### src/rtl/imem_arb_pkg.sv
// imem_arb_pkg: shared types and widths for the instruction-memory arbiter.
//   state_e  : arbiter FSM state (IDLE, WAIT)
//   owner_e  : which requester owns the transaction in flight
//   STARVE_W : width of the starvation counter (covers STARVE_MAX up to 15)
//   TIMER_W  : width of the WAIT timer (covers TIMEOUT up to 255)
package imem_arb_pkg;

  typedef enum logic {
    IDLE = 1'b0,
    WAIT = 1'b1
  } state_e;

  typedef enum logic {
    OWN_FETCH  = 1'b0,
    OWN_LOADER = 1'b1
  } owner_e;

  // Upper ends of the legal parameter ranges; counters are sized for these
  // so any legal parameter value fits without re-deriving widths per instance.
  localparam int unsigned STARVE_MAX_LIMIT = 15;
  localparam int unsigned TIMEOUT_LIMIT    = 255;

  localparam int unsigned STARVE_W = $clog2(STARVE_MAX_LIMIT) + 1;
  localparam int unsigned TIMER_W  = $clog2(TIMEOUT_LIMIT) + 1;

  // Saturating increment used by the starvation counter.
  function automatic logic [STARVE_W-1:0] sat_inc(input logic [STARVE_W-1:0] v,
                                                  input logic [STARVE_W-1:0] max);
    return (v >= max) ? max : v + 1'b1;
  endfunction

endpackage

### src/rtl/imem_arbiter.sv
// imem_arbiter: shares the single-port instruction memory between the fetch
// stage (read-only) and the program loader / debug port (read/write). One
// transaction is outstanding at a time. The loader has fixed priority, but
// after STARVE_MAX consecutive loader grants while fetch waits, fetch is
// forced through. Fetch responses are dropped when a flush is seen while the
// fetch is in flight. A transaction with no completion after TIMEOUT WAIT
// cycles is abandoned and err_timeout pulses.
//
// Ports:
//   clk, rstn                      clock, asynchronous active-low reset
//   f_req_valid/f_req_ready/f_addr fetch request (ready is combinational)
//   f_flush                        pipeline flush / redirect
//   f_rsp_valid/f_rsp_instr/f_rsp_addr  fetch response (valid is a pulse)
//   l_req_valid/l_req_ready/l_we/l_addr/l_wdata  loader request
//   l_rsp_valid/l_rsp_rdata        loader response (rdata is 0 for writes)
//   mem_en/mem_we/mem_addr/mem_wdata  registered memory command (en is 1 cycle)
//   mem_rdata/mem_rvalid           memory completion
//   err_timeout                    one-cycle pulse on an abandoned transaction
//
// Handshake: a request transfers on a rising edge where valid and ready are
// both 1. Ready is only ever 1 in IDLE, out of reset, for the single
// requester that wins arbitration in that cycle; the requester must hold
// valid and its payload stable until that edge. Response valids are one-cycle
// pulses with no backpressure; response data holds until the next response.
module imem_arbiter
  import imem_arb_pkg::*;
#(
  parameter int unsigned STARVE_MAX = 4,
  parameter int unsigned TIMEOUT    = 64
) (
  input  logic        clk,
  input  logic        rstn,
  input  logic        f_req_valid,
  output logic        f_req_ready,
  input  logic [31:0] f_addr,
  input  logic        f_flush,
  output logic        f_rsp_valid,
  output logic [31:0] f_rsp_instr,
  output logic [31:0] f_rsp_addr,
  input  logic        l_req_valid,
  output logic        l_req_ready,
  input  logic        l_we,
  input  logic [31:0] l_addr,
  input  logic [31:0] l_wdata,
  output logic        l_rsp_valid,
  output logic [31:0] l_rsp_rdata,
  output logic        mem_en,
  output logic        mem_we,
  output logic [31:0] mem_addr,
  output logic [31:0] mem_wdata,
  input  logic [31:0] mem_rdata,
  input  logic        mem_rvalid,
  output logic        err_timeout
);

  localparam logic [STARVE_W-1:0] STARVE_MAX_C = STARVE_W'(STARVE_MAX);
  localparam logic [TIMER_W-1:0]  TIMEOUT_C    = TIMER_W'(TIMEOUT);

  state_e              state_q,       state_d;
  owner_e              owner_q,       owner_d;
  logic                we_q,          we_d;
  logic                drop_q,        drop_d;
  logic [STARVE_W-1:0] starve_q,      starve_d;
  logic [TIMER_W-1:0]  timer_q,       timer_d;
  logic                mem_en_q,      mem_en_d;
  logic                mem_we_q,      mem_we_d;
  logic [31:0]         mem_addr_q,    mem_addr_d;
  logic [31:0]         mem_wdata_q,   mem_wdata_d;
  logic                f_rsp_valid_q, f_rsp_valid_d;
  logic [31:0]         f_rsp_instr_q, f_rsp_instr_d;
  logic [31:0]         f_rsp_addr_q,  f_rsp_addr_d;
  logic                l_rsp_valid_q, l_rsp_valid_d;
  logic [31:0]         l_rsp_rdata_q, l_rsp_rdata_d;
  logic                err_q,         err_d;

  logic f_elig;
  logic loader_pick;
  logic idle_ok;
  logic f_grant;
  logic l_grant;
  logic rsp_hit;
  logic timed_out;

  always_comb begin
    // Flush beats a fetch request in the same cycle.
    f_elig      = f_req_valid & ~f_flush;
    loader_pick = l_req_valid & (~f_elig | (starve_q < STARVE_MAX_C));
    // rstn gates the readies so nothing is granted while reset is held.
    idle_ok     = (state_q == IDLE) & rstn;
    l_grant     = idle_ok & loader_pick;
    f_grant     = idle_ok & f_elig & ~loader_pick;
    // Completion is ignored in the mem_en cycle itself; memory answers at
    // the earliest one cycle after the strobe.
    rsp_hit     = (state_q == WAIT) & ~mem_en_q & mem_rvalid;
    // A completion in the same cycle as the timeout takes precedence.
    timed_out   = (state_q == WAIT) & ~rsp_hit & (timer_q == TIMEOUT_C);
  end

  always_comb begin
    state_d       = state_q;
    owner_d       = owner_q;
    we_d          = we_q;
    drop_d        = drop_q;
    starve_d      = starve_q;
    timer_d       = timer_q;
    mem_en_d      = 1'b0;
    mem_we_d      = 1'b0;
    mem_addr_d    = mem_addr_q;
    mem_wdata_d   = mem_wdata_q;
    f_rsp_valid_d = 1'b0;
    f_rsp_instr_d = f_rsp_instr_q;
    f_rsp_addr_d  = f_rsp_addr_q;
    l_rsp_valid_d = 1'b0;
    l_rsp_rdata_d = l_rsp_rdata_q;
    err_d         = 1'b0;

    case (state_q)
      IDLE: begin
        if (l_grant) begin
          state_d     = WAIT;
          owner_d     = OWN_LOADER;
          we_d        = l_we;
          drop_d      = 1'b0;
          timer_d     = TIMER_W'(1);
          mem_en_d    = 1'b1;
          mem_we_d    = l_we;
          mem_addr_d  = l_addr;
          mem_wdata_d = l_wdata;
          // Only loader wins that actually made fetch wait count as starvation.
          if (f_elig) begin
            starve_d = sat_inc(starve_q, STARVE_MAX_C);
          end
        end else if (f_grant) begin
          state_d     = WAIT;
          owner_d     = OWN_FETCH;
          we_d        = 1'b0;
          drop_d      = 1'b0;
          timer_d     = TIMER_W'(1);
          starve_d    = '0;
          mem_en_d    = 1'b1;
          mem_we_d    = 1'b0;
          mem_addr_d  = f_addr;
          mem_wdata_d = '0;
        end
      end

      WAIT: begin
        if ((owner_q == OWN_FETCH) && f_flush) begin
          drop_d = 1'b1;
        end
        if (rsp_hit) begin
          state_d = IDLE;
          timer_d = '0;
          drop_d  = 1'b0;
          if (owner_q == OWN_FETCH) begin
            // A flush in the completion cycle itself also kills the response.
            if (!(drop_q || f_flush)) begin
              f_rsp_valid_d = 1'b1;
              f_rsp_instr_d = mem_rdata;
              f_rsp_addr_d  = mem_addr_q;
            end
          end else begin
            l_rsp_valid_d = 1'b1;
            l_rsp_rdata_d = we_q ? 32'd0 : mem_rdata;
          end
        end else if (timed_out) begin
          state_d = IDLE;
          timer_d = '0;
          drop_d  = 1'b0;
          err_d   = 1'b1;
        end else begin
          timer_d = timer_q + 1'b1;
        end
      end

      default: begin
        state_d = IDLE;
      end
    endcase
  end

  always_ff @(posedge clk or negedge rstn) begin
    if (!rstn) begin
      state_q       <= IDLE;
      owner_q       <= OWN_FETCH;
      we_q          <= 1'b0;
      drop_q        <= 1'b0;
      starve_q      <= '0;
      timer_q       <= '0;
      mem_en_q      <= 1'b0;
      mem_we_q      <= 1'b0;
      mem_addr_q    <= '0;
      mem_wdata_q   <= '0;
      f_rsp_valid_q <= 1'b0;
      f_rsp_instr_q <= '0;
      f_rsp_addr_q  <= '0;
      l_rsp_valid_q <= 1'b0;
      l_rsp_rdata_q <= '0;
      err_q         <= 1'b0;
    end else begin
      state_q       <= state_d;
      owner_q       <= owner_d;
      we_q          <= we_d;
      drop_q        <= drop_d;
      starve_q      <= starve_d;
      timer_q       <= timer_d;
      mem_en_q      <= mem_en_d;
      mem_we_q      <= mem_we_d;
      mem_addr_q    <= mem_addr_d;
      mem_wdata_q   <= mem_wdata_d;
      f_rsp_valid_q <= f_rsp_valid_d;
      f_rsp_instr_q <= f_rsp_instr_d;
      f_rsp_addr_q  <= f_rsp_addr_d;
      l_rsp_valid_q <= l_rsp_valid_d;
      l_rsp_rdata_q <= l_rsp_rdata_d;
      err_q         <= err_d;
    end
  end

  assign f_req_ready = f_grant;
  assign l_req_ready = l_grant;
  assign f_rsp_valid = f_rsp_valid_q;
  assign f_rsp_instr = f_rsp_instr_q;
  assign f_rsp_addr  = f_rsp_addr_q;
  assign l_rsp_valid = l_rsp_valid_q;
  assign l_rsp_rdata = l_rsp_rdata_q;
  assign mem_en      = mem_en_q;
  assign mem_we      = mem_we_q;
  assign mem_addr    = mem_addr_q;
  assign mem_wdata   = mem_wdata_q;
  assign err_timeout = err_q;

endmodule

### config.mk
export PLATFORM = sky130hd
export DESIGN_NAME = imem_arbiter
export DESIGN_NICKNAME = d
export VERILOG_FILES = /design/src/rtl/imem_arb_pkg.sv /design/src/rtl/imem_arbiter.sv
export SDC_FILE = /design/constraint.sdc
export NUM_CORES = 1
export LEC_CHECK = 0
export BUFFER_PORTS_ARGS = -buffer_cell sky130_fd_sc_hd__buf_2
export CORE_UTILIZATION = 48
export CTS_CLUSTER_DIAMETER = 100
export DETAILED_ROUTE_END_ITERATION = 8
export PLACE_DENSITY = 0.78
export SETUP_SLACK_MARGIN = 0.2
export SKIP_LAST_GASP = 1
export SYNTH_ARGS = -nofsm -noshare
export SYNTH_HDL_FRONTEND = slang
export SYNTH_SLANG_ARGS = --single-unit
### constraint.sdc
create_clock -name clk -period 1.8 [get_ports clk]
set_clock_uncertainty 0.05 [all_clocks]
set_input_delay 0.27 -clock clk [delete_from_list [all_inputs] [get_ports clk]]
set_output_delay 0.27 -clock clk [all_outputs]
set_load 0.005 [all_outputs]
==> results.yml, run 1 <==
outcome:
  status: "complete, no violations"
sta:
  worst_slack_ps: 34.82
  rsz0062_at_grt: "yes"
  post_route_fraction_of_the_period_consumed_by_the_critical_path: 0.9807
  setup_tns_ps: 0
  worst_pin_slew_ps: 775.4
  hold_viol_final: 0
  max_slew_margin_vs_limit: 0.4831
  final.min_clock_period_ps: 1765
  whs_ps: 2.671
  max_freq_mhz: 566.5
  timing.final.setup_violations: 0
  drv_slew: 0
global_routing:
  grt_start_max_net_pins: 111
  globalRouteOverflowTotal: 0
  grt_pass1_vias: 6002
  globalRouteTotalUtil: 0.2546
  initial_antenna_violation_count: 0
  first_pass_grt_wire_length_um: 31190
place:
  place_worst_setup_slack_ps: 127.9
  port_buffers: 301
  total_placed_instance_area_um2: 9196
  dp_hpwl_um: 13370
  place.detailed.instances: 1097
  gp_routability_congestion: 0.7613
yosys:
  netlist.area_leader.share: 0.6201
  yosysWarningCount: 0
  synth_largest_area_cell: "sky130_fd_sc_hd__dfrtp_1"
  synth_instances: 627
  syn_avg_cell_area_um2: 11.78
  yosysSeqAreaShare: 0.6201
  synthesized_net_count: 766
  synth.ff_latch_count: 183
  mappedNetlistArea_um2: 7385
  synth_cell_type_count: 38
  ys_top_cells_by_area: "sky130_fd_sc_hd__dfrtp_1 62%, sky130_fd_sc_hd__mux2_2 9.8%, sky130_fd_sc_hd__a21oi_1 4.7%, sky130_fd_sc_hd__nand2_1 3.8%, sky130_fd_sc_hd__a22o_1 3.8%"
clock_network:
  worst_setup_hold_path_clk_slew_ps: 60
  cts_htree_levels: 4
  latest_clock_arrival_within_the_worst_skew_pair_ps: 420
  cts_buffers: 17
  cts_root_buffer: "sky130_fd_sc_hd__clkbuf_16"
  tritoncts: "built"
  clock_sinks: 183
  clockBufferDepth: 2
worst_setup_path:
  worst_setup_path_end_kind: "output pin"
  regToRegSetupSlack_ps: 170
  critical_path.max_fanout: 3
  cp_slowest_stage_delay_ps: 410
  cells_along_the_critical_path: "nor3_4, o211ai_4, inv_2, buf_12, buf_6"
  startpoint_type: "register"
  timing_worst_setup_path_type: "register to output pin"
  crit_required_ps: 1480
  cp_data_arrival_time_ps: 1450
  critPathSlowestCell: "sky130_fd_sc_hd__dfrtp_1"
finish:
  fin_nets: 1090
  layout.cells.most_common_list: "299 x sky130_fd_sc_hd__buf_2, 183 x sky130_fd_sc_hd__dfrtp_1, 75 x sky130_fd_sc_hd__nand2_1, 69 x sky130_fd_sc_hd__a21oi_1, 64 x sky130_fd_sc_hd__mux2_2"
  final_design_area_no_fill_um2: 10080
  antenna_cells_inserted: 0
  post_route_cells_drive_above_1_share: 0.4636
  post_layout_nonfiller_instances: 1146
  final_common_cell: "sky130_fd_sc_hd__buf_2"
  area_growth_pct: 36.56
  postLayoutCoreUtil: 0.6835
drt:
  num_vias: 6009
  drt_drc_violations_left: 0
  post_dr_vias_cell: 5.243
  wire_per_inst_um: 18.09
  dr.pass1.iters: 4
  drtAntennaViolNets: 0
  drt-total-wl_um: 20730
  drt_first_iter_violations: 326
die:
  placeableCoreArea_um2: 14750
  die_w_um: 126.0
  initial_core_util: 0.5005
  floorplan.io_pins: 302
  die_y_um: 126.0
  die_area_um2: 15880
  rows: 44
power:
  leakage_nw: 5.175
  power_density_nw_per_um2: 1429
  power.ir.vdd_worst_mv: 0.7673
  totalPowerFinal_mw: 14.42
job:
  drv.max_cap_violation_count: 0
min_path:
  hold_class: "input port to async pin"
layer usage:
metal / GRT usage / routed length, um / share of wire
met5: 0 / 0 / 0
met4: 0.09072 / 369 / 0.018
met3: 0.07307 / 1482 / 0.071
met2: 0.4277 / 10360 / 0.50
met1: 0.3141 / 8521 / 0.41
kinds of logic after synthesis:
family	after synthesis	share of synthesized area
buffers and inverters	48	0.03473
AND/OR/NAND/NOR	168	0.1054
adder cells (fa/ha/maj)	4	0.006778
XOR/XNOR	3	0.003559
flip-flops	183	0.6201
AO/OA/AOI/OAI	157	0.1318
multiplexers	64	0.09759
cells in the mapped netlist (all sizes together):
| master | count |
|---|---|
| buf | 21 |
| mux2 | 64 |
| nor3 | 3 |
| nand2b | 34 |
| or2 | 1 |
| nor2 | 36 |
| nand2 | 75 |
| a21o | 3 |
| and2 | 3 |
| a32o | 1 |
| a22o | 32 |
| nand4 | 1 |
| nand3 | 5 |
| nor4b | 2 |
| ha | 4 |
| or3 | 4 |
| a211oi | 3 |
| o21ai | 43 |
| clkinv | 1 |
| nor2b | 3 |
| o211ai | 2 |
| and4 | 1 |
| dfrtp | 183 |
| inv | 10 |
| a21oi | 71 |
| clkbuf | 16 |
| o41ai | 1 |
| xnor2 | 3 |
| o21ba | 1 |
flip-flops by register name, indices dropped and copies added, names as in the netlist:
signal,flops
state_q,1
mem_addr,32
starve_q,5
f_rsp_valid,1
we_q,1
f_rsp_instr,32
err_timeout,1
drop_q,1
l_rsp_valid,1
mem_en,1
mem_we,1
f_rsp_addr,32
owner_q,1
timer_q,9
mem_wdata,32
l_rsp_rdata,32
worst max-delay path: cells and delay by family (launching register included):
family / cells / cell delay, ps
simple gates: 1 / 250
compound gates: 1 / 100
buf+inv: 3 / 270
flops: 1 / 410
layout make-up:
cell class / instances / area, um2
repair buffers: 342 / 2088
clock inverters: 6 / 46.29
inverters: 11 / 41.29
clock buffers: 24 / 481.7
well taps: 184 / 230.2
flip-flops and latches: 183 / 4579
fillers: 1130 / 4669
multi-input cells: 396 / 2618
final timing paths:
check	start	depth (start not counted)	to
min in group clk	l_wdata[31]	2	mem_wdata[31]
max	starve_q[3]	5	l_req_ready
min reg2reg	l_rsp_rdata[2]	2	l_rsp_rdata[2]
max in group asynchronous	rstn	3	mem_addr[3]
max reg2reg	starve_q[3]	8	mem_addr[19]
min	rstn	2	timer_q[3]
timing repair:
item | in CTS | in global routing
setup buffers | 4 | 3
cloned | 2 | 8
gates resized for setup | 2 | 12
setup endpoints to repair | 11 | 147
endpoints found under the hold margin | 124 | 0
pin swaps | 3 | 33
hold buffers | 2 | 0
report_power, final:
group	internal (mW)	switching [mW]	total, mW
Clock	1.87	1.48	3.34
Combinational	2.44	2.04	4.48
Sequential	5.68	0.910	6.59
No activity file was read; power rests on OpenSTA's default activity.
==> run 2, diff against run 1 <==
==> constraint.sdc (replaced) <==
create_clock -name clk -period 1.8 [get_ports clk]
set_clock_uncertainty 0.05 [all_clocks]
set_input_delay 0.18 -clock clk [delete_from_list [all_inputs] [get_ports clk]]
set_output_delay 0.18 -clock clk [all_outputs]
set_load 0.005 [all_outputs]
==> run 2 against run 1 <==
Compared with the run above: the run now ends with negative hold slack left; hold slack lost 510 ps; fmax grew 4.8%; first-iteration DRC count grew 53%; combinational power grew 12%; count of clock-buffer cells in the layout shrank 5; largest power group unchanged.
==> results.yml, run 2 (synthesis gave the netlist of run 1 again) <==
job:
  drv.max_cap_violation_count: 0
place:
  place.detailed.instances: 1096
  dp_hpwl_um: 13650
  gp_routability_congestion: 0.7755
  total_placed_instance_area_um2: 9139
  port_buffers: 301
worst_setup_path:
  startpoint_type: "register"
  cells_along_the_critical_path: "nor3_4, o211ai_4, inv_2, buf_8, buf_6"
  cp_data_arrival_time_ps: 1450
  critical_path.max_fanout: 2
  worst_setup_path_end_kind: "output pin"
  timing_worst_setup_path_type: "register to output pin"
  crit_required_ps: 1570
  cp_slowest_stage_delay_ps: 420
  critPathSlowestCell: "sky130_fd_sc_hd__dfrtp_1"
drt:
  num_vias: 6827
  dr.pass1.iters: 5
  post_dr_vias_cell: 5.414
  drt-total-wl_um: 24710
  drt_first_iter_violations: 499
  drtAntennaViolNets: 0
  drt_drc_violations_left: 0
  wire_per_inst_um: 19.59
finish:
  antenna_cells_inserted: 0
  fin_nets: 1203
  layout.cells.most_common_list: "299 x sky130_fd_sc_hd__buf_2, 183 x sky130_fd_sc_hd__dfrtp_1, 114 x sky130_fd_sc_hd__dlygate4sd3_1, 74 x sky130_fd_sc_hd__nand2_1, 64 x sky130_fd_sc_hd__mux2_2"
  final_common_cell: "sky130_fd_sc_hd__buf_2"
  area_growth_pct: 53.76
  post_route_cells_drive_above_1_share: 0.4420
  post_layout_nonfiller_instances: 1261
  final_design_area_no_fill_um2: 11350
power:
  logic_pwr_share: 0.327
  seqPwrFrac: 0.436
  power_spent_charging_and_discharging_nets_mw: 4.982
  totalPowerFinal_mw: 15.33
  power.ir.vdd_worst_mv: 0.8781
  sw_frac_of_total: 0.3248
  power_report.internal_total_mw: 10.35
  power_density_nw_per_um2: 1351
  leakage_nw: 5.695
  clock_group_share_of_total_power: 0.237
clock_network:
  latest_clock_arrival_within_the_worst_skew_pair_ps: 430
  cts_htree_levels: 4
  tritoncts: "built"
  clock_sinks: 183
  clockBufferDepth: 2
  post_cts_hold_buffer_count: 114
  cts_buffers: 17
  cts_root_buffer: "sky130_fd_sc_hd__clkbuf_16"
  worst_setup_hold_path_clk_slew_ps: 70
global_routing:
  met3_track_utilization_from_global_routing: 0.09218
  globalRouteTotalUtil: 0.3028
  first_pass_grt_wire_length_um: 36950
  grt_pass1_vias: 7126
  met2_usage: 0.5307
  grt_start_max_net_pins: 67
  grt.met1_usage: 0.3409
  global_route.peak_usage_layer: "met2"
  initial_antenna_violation_count: 1
  globalRouteOverflowTotal: 0
die:
  die_y_um: 126.0
  floorplan.io_pins: 302
  initial_core_util: 0.5005
  placeableCoreArea_um2: 14750
  rows: 44
  die_w_um: 126.0
  die_area_um2: 15880
sta:
  whs_ps: -505.2
  max_slew_margin_vs_limit: 0.4550
  timing.final.setup_violations: 0
  drv_slew: 0
  rsz0062_at_grt: "yes"
  hold_viol_final: 106
  post_route_fraction_of_the_period_consumed_by_the_critical_path: 0.9361
  max_freq_mhz: 593.5
  setup_tns_ps: 0
  final.min_clock_period_ps: 1685
  worst_pin_slew_ps: 817.5
min_path:
  hold_class: "input port to async pin"
outcome:
  status: "finished, violations left"
  failed_checks: "negative hold slack"
run 2: layer usage:
layer / routed length [um] / vias up
li1: - / 3040
met1: 9044 / 3285
met2: 12460 / 419
met3: 2232 / 81
met4: 952 / 2
met5: 13 / -
run 2: per-stage QoR:
stage | hold slack, ps | util | setup slack [ps]
after floorplan | -165.6 | - | 297.2
after global placement | -65.90 | 0.6194 | 221.6
after detailed placement | -67.50 | 0.6194 | 142.0
after CTS | -521.6 | 0.7446 | 108.4
after global routing | -521.1 | 0.7696 | 57.91
final | -505.2 | 0.7696 | 115.1
run 2: power by group through the flow:
stage / logic [mW] / registers [mW] / clock network (mW)
detailed placement: 4.24 / 6.63 / 0
floorplan: 1.79 / 6.70 / 0
global placement: 4.12 / 6.57 / 0
global route: 5.43 / 6.87 / 3.85
finish: 5.01 / 6.69 / 3.64
CTS: 4.55 / 6.58 / 3.64
run 2: worst paths after layout:
check                                 from              end  slack [ps]  depth (start not counted)
max                            starve_q[2]      l_req_ready         120                          5
min                                   rstn       timer_q[3]        -510                          1
max reg2reg                        state_q          state_q         140                          6
min reg2reg                l_rsp_rdata[20]  l_rsp_rdata[20]         430                          2
max in group asynchronous             rstn     mem_wdata[0]         760                          3
min in group clk                l_addr[27]     mem_addr[27]          10                          3
run 2: worst max-delay path: cells and delay by family (launching register included):
| kind | cells | cell delay [ps] |
|---|---|---|
| buffers and inverters | 3 | 260 |
| AND/OR/NAND/NOR | 1 | 240 |
| AO/OA/AOI/OAI | 1 | 100 |
| flip-flops | 1 | 420 |
run 2: area by class of cell:
class	count	area (um2)
Clock buffer	19	452.9
Fill cell	862	3400
Clock inverter	13	118.9
Timing Repair Buffer	455	3214
Tap cell	184	230.2
Inverter	11	46.29
Sequential cell	183	4579
Multi-Input combinational cell	396	2713
run 2: timing repair:
action / 4_1_cts / 5_1_grt
setup buffers: 8 / 4
cloned: 0 / 7
setup endpoints to repair: 36 / 96
pin swaps: 3 / 6
gates resized for setup: 12 / 50
hold endpoints to repair: 258 / 40
